$ cat src/rtl/fp_pkg.sv
`default_nettype none
// +---------------------------------------------------------------------------+
// | fp_pkg : shared widths, constants and FSM state type for fp_normalize_round |
// | Revision: 1.0                                                               |
// +---------------------------------------------------------------------------+
package fp_pkg;

  localparam int EXP_W   = 8;
  localparam int MAN_W   = 23;
  localparam int BIAS    = 127;
  localparam int EXP_MAX = 255;

  typedef enum logic [1:0] {
    IDLE  = 2'd0,
    SHIFT = 2'd1,
    ROUND = 2'd2,
    DONE  = 2'd3
  } state_t;

endpackage
`default_nettype wire

$ cat src/rtl/fp_round_rne.sv
`default_nettype none
// +---------------------------------------------------------------------------+
// | fp_round_rne : round-to-nearest-even increment with carry / subnormal fix   |
// | Revision: 1.0                                                               |
// +---------------------------------------------------------------------------+
module fp_round_rne #(
  parameter int EXP_W = fp_pkg::EXP_W,
  parameter int MAN_W = fp_pkg::MAN_W
) (
  input  logic [MAN_W:0]   sig_in,
  input  logic             guard,
  input  logic             rnd,
  input  logic             sticky,
  input  logic [EXP_W:0]   exp_in,
  output logic [MAN_W-1:0] frac_out,
  output logic [EXP_W:0]   exp_out
);
  import fp_pkg::*;

  localparam logic [EXP_W:0] c_one = {{EXP_W{1'b0}}, 1'b1};

  logic             w_inc;
  logic [MAN_W+1:0] w_sum;

  assign w_inc = guard & (rnd | sticky | sig_in[0]);
  assign w_sum = {1'b0, sig_in} + {{(MAN_W + 1){1'b0}}, w_inc};

  always_comb begin
    frac_out = w_sum[MAN_W-1:0];
    exp_out  = exp_in;
    if (w_sum[MAN_W+1]) begin
      frac_out = w_sum[MAN_W:1];
      exp_out  = exp_in + c_one;
    end else if ((exp_in == '0) && w_sum[MAN_W]) begin
      // a subnormal that rounds into the hidden bit becomes the smallest normal
      exp_out  = c_one;
    end
  end

endmodule
`default_nettype wire

$ cat src/rtl/fp_normalize_round.sv
`default_nettype none
// +---------------------------------------------------------------------------+
// | fp_normalize_round : normalizes an adder sum one bit per cycle, rounds RNE  |
// | Revision: 1.0                                                               |
// +---------------------------------------------------------------------------+
module fp_normalize_round #(
  parameter int EXP_W = fp_pkg::EXP_W,
  parameter int MAN_W = fp_pkg::MAN_W
) (
  input  logic                   clk,
  input  logic                   rst_n,
  input  logic                   in_valid,
  output logic                   in_ready,
  input  logic                   in_sign,
  input  logic [EXP_W-1:0]       in_exp,
  input  logic [MAN_W+4:0]       in_mant,
  output logic                   out_valid,
  input  logic                   out_ready,
  output logic [EXP_W+MAN_W:0]   out_result,
  output logic                   out_overflow,
  output logic                   out_underflow,
  output logic                   out_zero
);
  import fp_pkg::*;

  localparam int             MW         = MAN_W + 5;
  localparam logic [EXP_W:0] c_one      = {{EXP_W{1'b0}}, 1'b1};
  localparam logic [EXP_W:0] c_exp_ones = {1'b0, {EXP_W{1'b1}}};

  state_t               r_state, w_state_nxt;
  logic                 r_sign, w_sign_nxt;
  logic [EXP_W:0]       r_exp, w_exp_nxt;
  logic [MW-1:0]        r_mant, w_mant_nxt;
  logic [EXP_W+MAN_W:0] r_result, w_result_nxt;
  logic                 r_ovf, w_ovf_nxt;
  logic                 r_unf, w_unf_nxt;
  logic                 r_zero, w_zero_nxt;
  logic [MAN_W-1:0]     w_frac_rnd;
  logic [EXP_W:0]       w_exp_rnd;

  fp_round_rne #(
    .EXP_W (EXP_W),
    .MAN_W (MAN_W)
  ) u_round (
    .sig_in   (r_mant[MW-2:3]),
    .guard    (r_mant[2]),
    .rnd      (r_mant[1]),
    .sticky   (r_mant[0]),
    .exp_in   (r_exp),
    .frac_out (w_frac_rnd),
    .exp_out  (w_exp_rnd)
  );

  always_ff @(posedge clk or negedge rst_n) begin
    if (!rst_n) r_state <= IDLE;
    else        r_state <= w_state_nxt;
  end

  always_comb begin
    w_state_nxt  = r_state;
    w_sign_nxt   = r_sign;
    w_exp_nxt    = r_exp;
    w_mant_nxt   = r_mant;
    w_result_nxt = r_result;
    w_ovf_nxt    = r_ovf;
    w_unf_nxt    = r_unf;
    w_zero_nxt   = r_zero;
    case (r_state)
      IDLE: begin
        if (in_valid && in_ready) begin
          w_sign_nxt = in_sign;
          w_exp_nxt  = {1'b0, in_exp};
          w_mant_nxt = in_mant;
          if (in_mant == '0) begin
            w_result_nxt = {in_sign, {(EXP_W + MAN_W){1'b0}}};
            w_ovf_nxt    = 1'b0;
            w_unf_nxt    = 1'b0;
            w_zero_nxt   = 1'b1;
            w_state_nxt  = DONE;
          end else if (in_exp == '1) begin
            w_result_nxt = {in_sign, {EXP_W{1'b1}}, {MAN_W{1'b0}}};
            w_ovf_nxt    = 1'b1;
            w_unf_nxt    = 1'b0;
            w_zero_nxt   = 1'b0;
            w_state_nxt  = DONE;
          end else begin
            w_state_nxt  = SHIFT;
          end
        end
      end
      SHIFT: begin
        if (r_mant[MW-1]) begin
          // the bit dropped off the bottom folds into sticky
          w_mant_nxt  = {1'b0, r_mant[MW-1:2], r_mant[1] | r_mant[0]};
          w_exp_nxt   = r_exp + c_one;
          w_state_nxt = ROUND;
        end else if (r_mant[MW-2]) begin
          w_state_nxt = ROUND;
        end else if (r_exp > c_one) begin
          w_mant_nxt  = {r_mant[MW-2:0], 1'b0};
          w_exp_nxt   = r_exp - c_one;
        end else begin
          w_exp_nxt   = '0;
          w_state_nxt = ROUND;
        end
      end
      ROUND: begin
        if (w_exp_rnd >= c_exp_ones) begin
          w_result_nxt = {r_sign, {EXP_W{1'b1}}, {MAN_W{1'b0}}};
          w_ovf_nxt    = 1'b1;
          w_unf_nxt    = 1'b0;
          w_zero_nxt   = 1'b0;
        end else begin
          w_result_nxt = {r_sign, w_exp_rnd[EXP_W-1:0], w_frac_rnd};
          w_ovf_nxt    = 1'b0;
          w_unf_nxt    = (w_exp_rnd == '0) && (w_frac_rnd != '0);
          w_zero_nxt   = (w_exp_rnd == '0) && (w_frac_rnd == '0);
        end
        w_state_nxt = DONE;
      end
      DONE: begin
        if (out_ready) w_state_nxt = IDLE;
      end
      default: w_state_nxt = IDLE;
    endcase
  end

  always_ff @(posedge clk or negedge rst_n) begin
    if (!rst_n) begin
      r_sign   <= 1'b0;
      r_exp    <= '0;
      r_mant   <= '0;
      r_result <= '0;
      r_ovf    <= 1'b0;
      r_unf    <= 1'b0;
      r_zero   <= 1'b0;
    end else begin
      r_sign   <= w_sign_nxt;
      r_exp    <= w_exp_nxt;
      r_mant   <= w_mant_nxt;
      r_result <= w_result_nxt;
      r_ovf    <= w_ovf_nxt;
      r_unf    <= w_unf_nxt;
      r_zero   <= w_zero_nxt;
    end
  end

  assign in_ready      = (r_state == IDLE);
  assign out_valid     = (r_state == DONE);
  assign out_result    = r_result;
  assign out_overflow  = r_ovf;
  assign out_underflow = r_unf;
  assign out_zero      = r_zero;

endmodule
`default_nettype wire

$ cat config.mk
export PLATFORM = sky130hd
export DESIGN_NAME = fp_normalize_round
export DESIGN_NICKNAME = d
export VERILOG_FILES = /design/src/rtl/fp_pkg.sv /design/src/rtl/fp_round_rne.sv /design/src/rtl/fp_normalize_round.sv
export SDC_FILE = /design/constraint.sdc
export NUM_CORES = 1
export LEC_CHECK = 0
export ABC_AREA = 1
export CORE_UTILIZATION = 60
export DETAILED_ROUTE_END_ITERATION = 6
export PLACE_DENSITY = 0.87
export SLEW_MARGIN = 20
export SYNTH_ARGS = -nofsm -noshare
export SYNTH_HDL_FRONTEND = slang
export SYNTH_SLANG_ARGS = --single-unit
$ cat constraint.sdc
create_clock -name clk -period 5.4 [get_ports clk]
set_clock_uncertainty 0.1 [all_clocks]
set_input_delay 0.81 -clock clk [delete_from_list [all_inputs] [get_ports clk]]
set_output_delay 0.81 -clock clk [all_outputs]
set_load 0.05 [all_outputs]
==> key figures, run 1 <==
Final layout
  – Most common cell after layout, fill and taps aside: nand2_1
  – Most frequent cells in the layout: 212 x nand2_1, 105 x nor2_1, 102 x inv_1, 88 x o21ai_0, 76 x clkdlybuf4s50_1
  – # diodes: 0
  – Nets@finish: 917
  – Fillers: between 600 and 700
  – Area Growth Syn to Fin: 18.6%
  – Fraction of layout cells with a size suffix above 1: between 5 and 6%

GRT
  – Vias in the first global route: 4,976
  – Met1 GRT Util: around half
  – Global-route wire length before repair: 23,500 µm
  – Busiest grt layer: met2
  – Largest net degree at the start of global routing: 76
  – Initial antenna violation count: 0
  – Congestion Overflow GR: 0
  – M3 GR Usage: under 10%
  – GRT Util Overall: approximately a third
  – Met2 GRT Util: 51.7%

Timing
  – Final Setup Violations: 0
  – RSZ-0062 raised after global routing: no
  – Final Hold Fails: 0
  – Slew headroom: a little over a third
  – Slew @ Worst Pin: 0.955 ns
  – F_max: between 0.2 and 0.3 GHz
  – Slew Limit Fails: 0
  – Final setup margin: 1.91 ns
  – Crit share post-route: 64.7%
  – Final min period: about 3.5 ns
  – Fin Hold WS: approximately 0.38 ns
  – Final TNS setup: 0 ns

Setup path
  – Slowest-stage cell, CP: o21ai_0
  – Critical Path Sink Type: flip-flop
  – Most used cell, CP: o21ai_0
  – Critical-path cell list: inv_1 > ha_1 > buf_4 > inv_1 > o21ai_0 > o21ai_2 > inv_1 > o21ai_0 > inv_2 > o21ai_0 > o21ai_0
  – Crit path DAT: about 3.7 ns
  – Required @ worst endpoint: about 5.6 ns
  – Slowest stage delay, CP: 0.55 ns
  – Crit path max-delay family: compound AO/OA/AOI/OAI gates
  – CP Launch Type: flip-flop
  – Buf/Inv on CP: 5
  – CP Max Fanout: 52
  – CP Class: reg2reg

Yosys
  – Post-synthesis net count: 852
  – Synth Warn #: 0
  – Synthesized area: between 5000 and 6000 µm²
  – Cell variety after synth: 33
  – Main synth FF type: dfrtp_1
  – Post-Synthesis Cells: 802
  – Post-synthesis sequential area ratio: 35.6%
  – Asr flop ratio synth: 100%
  – Avg Inst Size Synth: 6.56 µm²
  – Number of flops mapped to enable cells by yosys: 0
  – Synth Register Bits: 75

Clock network
  – Clock transition at path regs: 0.08 ns
  – Clk buf depth: 2
  – Post-CTS Setup Inserts: 0
  – CTS tree: done
  – Post-CTS sizing: 0
  – CTS Sinks: 75
  – # hold bufs at CTS: 0
  – Clk root buf: clkbuf_8
  – Num CTS Buffers: 9
  – Clock Latency Late Sink: 0.35 ns
  – CTS H-tree lvls: 3

Floorplanning
  – DIE AREA: 9150 µm²
  – Core area: 8340 µm²
  – Die Width: 95.7 µm
  – Top Ports: just under 80
  – Die Y: 95.7 µm
  – Initial Util: 63.1%
  – # rows: 33

Routing
  – Drt drc: 0
  – Via count: ~5,500
  – Final WL: 14,600 µm
  – Total iterations of the first detailed-routing run: 5
  – DR iter-0 viols: 437
  – Routed vias/inst: 5.68
  – Post-route ant nets: 0
  – Avg WL per Cell: 15.0 µm

Power and ir drop
  – PwrDens: 550 nW/µm²
  – Max IR drop VDD: ~0.31 mV
  – Leakage power: 2.96 nW
  – Power Total: 3.43 mW

Place
  – Port Buffers: 77
  – RePlAce Congestion: 1.02
  – Dpl ws: 1.74 ns
  – HPWL after DPL: 11,300 µm

Run
  – Number of max-cap violations: 0

Run status
  – Status: completed

Worst hold path
  – Worst min path class: reg2reg
==> report_power, final <==
part	leakage, nW	switching [mW]	total, mW	internal, mW
logic	1.94	1.38	2.01	0.627
clock network	0.0946	0.207	0.415	0.208
registers	0.930	0.222	1.00	0.783
==> path summary, 6_finish.rpt <==
path                               start             to  cells past startpoint  slack (ns)
max in group asynchronous          rst_n      r_mant[2]                      2        4.00
hold / removal             out_result[7]  out_result[7]                      2        0.38
hold reg to reg            out_result[7]  out_result[7]                      2        0.38
setup / recovery              r_state[1]     r_mant[21]                     11        1.91
setup reg to reg              r_state[1]     r_mant[21]                     11        1.91
min in group asynchronous          rst_n  out_result[2]                      2        0.58
==> per-layer routing <==
| metal | wire length, µm | part of all wire [%] |
|---|---|---|
| met3 | 1300 | 8.9 |
| met4 | 236 | 1.6 |
| met2 | 6600 | 45 |
| met1 | 6510 | 44 |
| met5 | 0 | 0 |
==> flip-flops by register name, summed over array words and instances, names as in the netlist <==
name,flops
out_result,32
r_mant,28
r_exp,9
out_underflow,1
r_state,2
r_sign,1
out_zero,1
out_overflow,1
==> worst register-to-register path, stage by stage, from the launching register on <==
cell     delay (ns)
dfrtp_1        0.42
inv_1          0.10
ha_1           0.15
buf_4          0.31
inv_1          0.28
o21ai_0        0.55
o21ai_2        0.34
inv_1          0.17
o21ai_0        0.12
inv_2          0.48
o21ai_0        0.23
o21ai_0        0.14
==> synthesized netlist by cell type, types with 4 or more instances <==
master / number / area, µm²
xor2_1: 10 / 87.6
o21ai_0: 88 / 440
nand3_1: 42 / 210
a21oi_1: 21 / 105
nor2_1: 105 / 394
buf_2: 6 / 30.0
nor3_1: 6 / 30.0
nand4_1: 20 / 125
nand2_2: 4 / 25.0
o22ai_1: 25 / 156
nand2_1: 212 / 796
o21ai_1: 10 / 50.1
inv_1: 103 / 387
clkbuf_1: 17 / 63.8
a21boi_1: 7 / 52.6
ha_1: 9 / 113
dfrtp_1: 75 / 1880
nor2_2: 5 / 31.3
or2_2: 7 / 43.8
a31oi_1: 4 / 25.0
==> logic make-up (layout without fill, tap and decap cells) <==
| family | count (synthesis) | in the layout | synth area share (%) |
|---|---|---|---|
| adder cells (fa/ha/maj) | 9 | 9 | 2.14 |
| AND/OR/NAND/NOR | 406 | 406 | 32.5 |
| XOR/XNOR | 13 | 13 | 2.16 |
| AO/OA/AOI/OAI | 167 | 167 | 17.7 |
| buffers and inverters | 132 | 201 | 9.91 |
| flip-flops | 75 | 75 | 35.6 |
==> per-stage QoR <==
stage          instance area [µm²]  instances  utilization [%]
2_1_floorplan                 5270        802                -
3_3_place_gp                  6060        961             72.7
3_5_place_dp                  6060        961             72.7
4_1_cts                       6240        976             74.8
5_1_grt                       6240        976             74.8
6_report                      6240        976             74.8
==> cell type report <==
class                           instances  area (µm²)  share of cell area [%]
Clock buffer                            9         124                    1.98
Clock inverter                          6        57.6                   0.922
Inverter                              106         398                    6.37
Multi-Input combinational cell        595        2870                    45.9
Sequential cell                        75        1880                    30.1
Tap cell                              105         131                    2.10
Timing Repair Buffer                   80         788                    12.6
Power figures use the tool's default switching activity.
==> run 2: changes to the inputs <==
--- a/config.mk
+++ b/config.mk
@@ -6,9 +6,9 @@
 export NUM_CORES = 1
 export LEC_CHECK = 0
 export ABC_AREA = 1
-export CORE_UTILIZATION = 60
+export CORE_UTILIZATION = 55
 export DETAILED_ROUTE_END_ITERATION = 6
-export PLACE_DENSITY = 0.87
+export PLACE_DENSITY = 0.81
 export SLEW_MARGIN = 20
 export SYNTH_ARGS = -nofsm -noshare
 export SYNTH_HDL_FRONTEND = slang
==> constraint.sdc (replaced) <==
create_clock -name clk -period 3.3 [get_ports clk]
set_clock_uncertainty 0.1 [all_clocks]
set_input_delay 0.495 -clock clk [delete_from_list [all_inputs] [get_ports clk]]
set_output_delay 0.495 -clock clk [all_outputs]
set_load 0.05 [all_outputs]
==> key figures, run 2 (same netlist as run 1, synthesis figures left out) <==
Worst hold path
  – Worst min path class: in2async

Run
  – Number of max-cap violations: 0 (unchanged)

Setup path
  – Reg2Reg Depth: 15 (+4)
  – CP startpoint: r_mant[2]
  – Critical Path Sink Type: flip-flop
  – CP Class: reg2reg
  – CP Max Fanout: 15 (-71%)
  – RR Endpoint: out_result[28]
  – Required @ worst endpoint: 3.46 ns (-2.09 ns)
  – Slowest stage delay, CP: 0.38 ns (-0.17 ns)
  – Crit path DAT: 3.19 ns (-0.46 ns)
  – Worst r2r src: r_mant[2]
  – Most used cell, CP: nand2_1
  – Critical-path cell list: nand2_1 > inv_1 > ha_2 > nand2_1 > nor2_4 > nand2_2 > inv_2 > nand2_4 > inv_1 > nand2_1 > o21ai_0 > inv_1 > nand2_1 > nand2_1 > a21boi_1
  – Slowest-stage cell, CP: dfrtp_1
  – R2r setup slk: 0.28 ns (-1.63 ns)
  – CP Launch Type: flip-flop

Power and ir drop
  – Max IR drop VDD: 0.694 mV (+120%)
  – PwrDens: 891 nW/µm² (+62%)
  – Leakage power: 2.97 nW (+0.36%)

Routing
  – DR iter-0 viols: 416 (-4.8%)
  – Post-route ant nets: 0 (unchanged)
  – Final WL: 15,100 µm (+3.0%)
  – Total iterations of the first detailed-routing run: 6 (+1)
  – Avg WL per Cell: 15.0 µm (+0.17%)
  – Drt drc: 0 (unchanged)
  – Routed vias/inst: 5.59 (-1.6%)
  – Via count: 5,609 (+1.2%)

Clock network
  – Clk buf depth: 2 (unchanged)
  – CTS tree: done
  – CTS H-tree lvls: 3 (unchanged)
  – Post-CTS sizing: 0 (unchanged)
  – CTS Sinks: 75 (unchanged)
  – Clock Latency Late Sink: 0.35 ns (about the same)
  – Num CTS Buffers: 9 (unchanged)
  – Post-CTS Setup Inserts: 0 (unchanged)
  – Clk root buf: clkbuf_8
  – # hold bufs at CTS: 0 (unchanged)
  – Clock transition at path regs: 0.07 ns (about the same)

GRT
  – Initial antenna violation count: 0 (unchanged)
  – Largest net degree at the start of global routing: 76 (unchanged)
  – Global-route wire length before repair: 24,800 µm (+5.4%)
  – Vias in the first global route: 5,130 (+3.1%)
  – GRT Util Overall: 31.6% (-2.0 points)
  – Congestion Overflow GR: 0 (unchanged)

Final layout
  – Nets@finish: 921 (+0.44%)
  – Multi-input gate area: 2880 µm² (+0.35%)
  – Non-Filler Instances: 1,004 (+2.9%)
  – Flip-flop and latch area: 1880 µm² (unchanged)
  – Core Util, Final: 68.1% (-6.7 points)
  – Max reg flops: 32 (unchanged)
  – Area Growth Syn to Fin: 19.5%
  – Most frequent cells in the layout: 212 x nand2_1, 105 x nor2_1, 103 x inv_1, 87 x o21ai_0, 76 x clkdlybuf4s50_1
  – Fillers: 808 (+22%)
  – Fraction of layout cells with a size suffix above 1: 5.49% (+0.20 points)
  – # diodes: 0 (unchanged)
  – Most common cell after layout, fill and taps aside: nand2_1

Timing
  – Fin Hold WS: 0.272 ns (-0.109 ns)
  – Final setup margin: 0.275 ns (-1.63 ns)
  – Slew Limit Fails: 0 (unchanged)
  – Slew @ Worst Pin: 0.988 ns (+0.0335 ns)
  – Final min period: 3.02 ns (-0.468 ns)
  – Final TNS setup: 0 ns (unchanged)
  – Final Hold Fails: 0 (unchanged)
  – F_max: 0.331 GHz (+15%)
  – Final Setup Violations: 0 (unchanged)
  – RSZ-0062 raised after global routing: no
  – Crit share post-route: 91.7% (+27 points)
  – Slew headroom: 34.0% (-2.2 points)

Floorplanning
  – Core area: 9240 µm² (+11%)
  – # rows: 35 (+6.1%)
  – DIE AREA: 9970 µm² (+8.9%)
  – Die Y: 99.8 µm (+4.4%)
  – Die Width: 99.8 µm (+4.4%)
  – Initial Util: 57.0% (-6.1 points)
  – Top Ports: 78 (unchanged)

Place
  – HPWL after DPL: 11,800 µm (+5.1%)
  – Port Buffers: 77 (unchanged)
  – Placed cell count: 989 (+2.9%)
  – RePlAce Congestion: 0.952 (-6.7%)
  – Dpl ws: 0.116 ns (-1.62 ns)

Run status
  – Status: completed
==> run 2: changes by cell type in the layout (fill, tap and decap cells not counted), sizes merged <==
cell / change
buf: +4
clkinv: -1
bufinv: -1
clkinvlp: -1
clkbuf: +3
==> run 2: layout make-up <==
class,instances,area share [%]
clock buffer,12,2.31
clock inverter,3,0.239
inverter,106,6.36
multi-input combinational,595,45.7
sequential,75,29.8
tap,129,2.56
timing repair buffer,84,13.0
==> run 2: worst max-delay path: cells and delay by family (launching register included) <==
family | cells | cell delay, ns
flops | 1 | 0.38
fa+ha+maj | 1 | 0.30
buf+inv | 4 | 0.77
compound gates | 2 | 0.36
simple gates | 8 | 1.03
==> run 2: power by group <==
group          internal (mW)  switching (mW)
sequential              1.28           0.375
clock                  0.286           0.327
combinational           1.06            2.28
==> run 2: how the worst max path moves through the flow <==
stage	endpoint	slack, ns	cells after the start
6_report	out_result[28]	0.28	15
4_1_cts	out_result[0]	0.1	16
3_3_place_gp	out_result[8]	0.22	16
3_5_place_dp	out_result[0]	0.12	16
2_1_floorplan	r_mant[22]	0.88	11
5_1_grt	out_result[28]	0.05	15
==> run 2: layer usage <==
| layer | track usage [%] | up-vias | wire length (µm) |
|---|---|---|---|
| met5 | 0 | - | 0 |
| met4 | 9.28 | 0 | 290 |
| met3 | 5.29 | 31 | 1330 |
| met2 | 49.5 | 290 | 6680 |
| met1 | 44.9 | 2551 | 6790 |
| li1 | - | 2737 | - |
==> run 2: per-stage QoR <==
step	power, mW	area, µm²
2_1_floorplan	3.95	5270
3_3_place_gp	4.82	6120
3_5_place_dp	4.92	6120
4_1_cts	5.54	6280
5_1_grt	6.04	6290
6_report	5.61	6290
==> run 3: changes to the inputs <==
==> constraint.sdc (replaced) <==
create_clock -name clk -period 3.3 [get_ports clk]
set_clock_uncertainty 0.1 [all_clocks]
set_input_delay 0.33 -clock clk [delete_from_list [all_inputs] [get_ports clk]]
set_output_delay 0.33 -clock clk [all_outputs]
set_load 0.05 [all_outputs]
==> key figures, run 3 (same netlist as run 1, synthesis figures left out) <==
GRT
  – Global-route wire length before repair: 24,800 µm (unchanged)
  – GRT Util Overall: 31.3% (-0.32 points)
  – M3 GR Usage: 2.99% (-2.3 points)
  – Met2 GRT Util: 49.5% (-0.053 points)
  – Largest net degree at the start of global routing: 76 (unchanged)
  – Busiest grt layer: met2
  – Initial antenna violation count: 0 (unchanged)
  – Congestion Overflow GR: 0 (unchanged)
  – Vias in the first global route: 5,169 (+0.76%)
  – Met1 GRT Util: 46.3% (+1.4 points)

Place
  – Port Buffers: 77 (unchanged)
  – RePlAce Congestion: 1.01 (+6.2%)
  – Placed cell area: 6130 µm² (+0.12%)
  – HPWL after DPL: 11,600 µm (-2.1%)

Floorplanning
  – # rows: 35 (unchanged)
  – DIE AREA: 9970 µm² (unchanged)
  – Core area: 9240 µm² (unchanged)
  – Die Width: 99.8 µm (unchanged)
  – Initial Util: 57.0% (unchanged)
  – Top Ports: 78 (unchanged)
  – Die Y: 99.8 µm (unchanged)

Power and ir drop
  – Leakage power: 3.00 nW (+1.1%)
  – Power Total: 5.78 mW (+3.1%)
  – Max IR drop VDD: 0.600 mV (-13%)
  – PwrDens: 908 nW/µm² (+1.9%)

Clock network
  – CTS Sinks: 75 (unchanged)
  – Clk buf depth: 2 (unchanged)
  – Post-CTS sizing: 0 (unchanged)
  – Clk root buf: clkbuf_8
  – Clock transition at path regs: 0.08 ns (about the same)
  – CTS tree: done
  – CTS H-tree lvls: 3 (unchanged)
  – # hold bufs at CTS: 0 (unchanged)
  – Post-CTS Setup Inserts: 0 (unchanged)
  – Clock Latency Late Sink: 0.34 ns (about the same)
  – Num CTS Buffers: 9 (unchanged)

Setup path
  – Critical Path Sink Type: flip-flop
  – CP Class: reg2reg
  – Required @ worst endpoint: 3.44 ns (-0.02 ns)
  – Crit path DAT: 3.11 ns (-0.08 ns)
  – CP Launch Type: flip-flop
  – Reg2Reg Depth: 16 (+1)
  – CP Max Fanout: 15 (unchanged)

Routing
  – Drt drc: 0 (unchanged)
  – Total iterations of the first detailed-routing run: 5 (-1)
  – Post-route ant nets: 0 (unchanged)
  – Routed vias/inst: 5.47 (-2.2%)
  – Avg WL per Cell: 14.8 µm (-1.8%)
  – DR iter-0 viols: 389 (-6.5%)
  – Via count: 5,499 (-2.0%)
  – Final WL: 14,800 µm (-1.6%)

Worst hold path
  – Worst min path class: in2async

Final layout
  – Nets@finish: 922 (+0.11%)
  – Fraction of layout cells with a size suffix above 1: 5.82% (+0.33 points)
  – Most frequent cells in the layout: 212 x nand2_1, 105 x nor2_1, 103 x inv_1, 87 x o21ai_0, 76 x clkdlybuf4s50_1
  – Post-Layout Inst Area: 6370 µm² (+1.2%)
  – Fillers: 814 (+0.74%)
  – Area Growth Syn to Fin: 21.0%
  – Most common cell after layout, fill and taps aside: nand2_1
  – Max reg flops: 32 (unchanged)
  – # diodes: 0 (unchanged)

Timing
  – Slew headroom: 30.6% (-3.4 points)
  – Final Setup Violations: 0 (unchanged)
  – Slew @ Worst Pin: 1.04 ns (+0.0501 ns)
  – F_max: 0.336 GHz (+1.7%)
  – Final Hold Fails: 0 (unchanged)
  – Crit share post-route: 90.2% (-1.5 points)
  – RSZ-0062 raised after global routing: no
  – Final TNS setup: 0 ns (unchanged)
  – Final min period: 2.98 ns (-0.0494 ns)
  – Slew Limit Fails: 0 (unchanged)

Run
  – Number of max-cap violations: 0 (unchanged)

Run status
  – Status: completed
## run 3: cell count changes in the layout (fill, tap and decap cells not counted), sizes merged
| cell | before | now |
|---|---|---|
| clkinvlp | 0 | 1 |
| buf | 8 | 9 |
| bufinv | 0 | 2 |
| clkinv | 3 | 1 |
## run 3: stage by stage
stage | hold WS, ns | setup slack, ns | utilization, % | instances
finish | 0.118 | 0.325 | 68.9 | 1006
global route | 0.211 | 0.0599 | 68.9 | 1006
CTS | 0.151 | 0.119 | 68.8 | 1006
detailed placement | 0.365 | 0.122 | 66.3 | 990
global placement | 0.362 | 0.197 | 66.3 | 990
floorplan | -0.0656 | 0.882 | - | 802
## run 3: worst paths after layout
path	slack [ns]	to	startpoint
max reg2reg	0.32	out_result[5]	r_mant[2]
min reg2reg	0.38	out_result[22]	out_result[22]
max	0.32	out_result[5]	r_mant[2]
max in group asynchronous	2.39	r_mant[3]	rst_n
min	0.12	out_result[28]	rst_n
min in group clk	0.38	out_result[22]	out_result[22]
## run 3: final cells by class
cell class / count / area, µm² / area share (%)
inverter: 106 / 400 / 6.29
clock buffer: 12 / 155 / 2.44
tap: 129 / 161 / 2.53
sequential: 75 / 1880 / 29.5
clock inverter: 4 / 72.6 / 1.14
multi-input combinational: 595 / 2880 / 45.2
timing repair buffer: 85 / 826 / 13.0
## run 3: report_power, final
part	switching, mW	internal, mW	leakage [nW]
registers	0.370	1.28	0.930
logic	2.26	1.07	1.96
clock network	0.342	0.467	0.113
## run 3: critical path, cell delays in order (launching register included)
cell and delay, ns:
dfrtp_1 0.37, nand2_1 0.13, inv_1 0.21, ha_2 0.31, nand2_1 0.11, nor2_4 0.17
nand2_2 0.11, inv_2 0.15, nand2_4 0.14, inv_1 0.23, nand2_1 0.07, o21ai_0 0.16
inv_1 0.16, nand3_4 0.20, inv_4 0.09, nand2_1 0.09, nand2_1 0.06
## run 3: per-layer routing
metal | part of all wire [%] | routed length [µm]
met4 | 1.0 | 148
met3 | 6.8 | 1010
met2 | 45 | 6620
met1 | 48 | 7070
met5 | 0 | 0
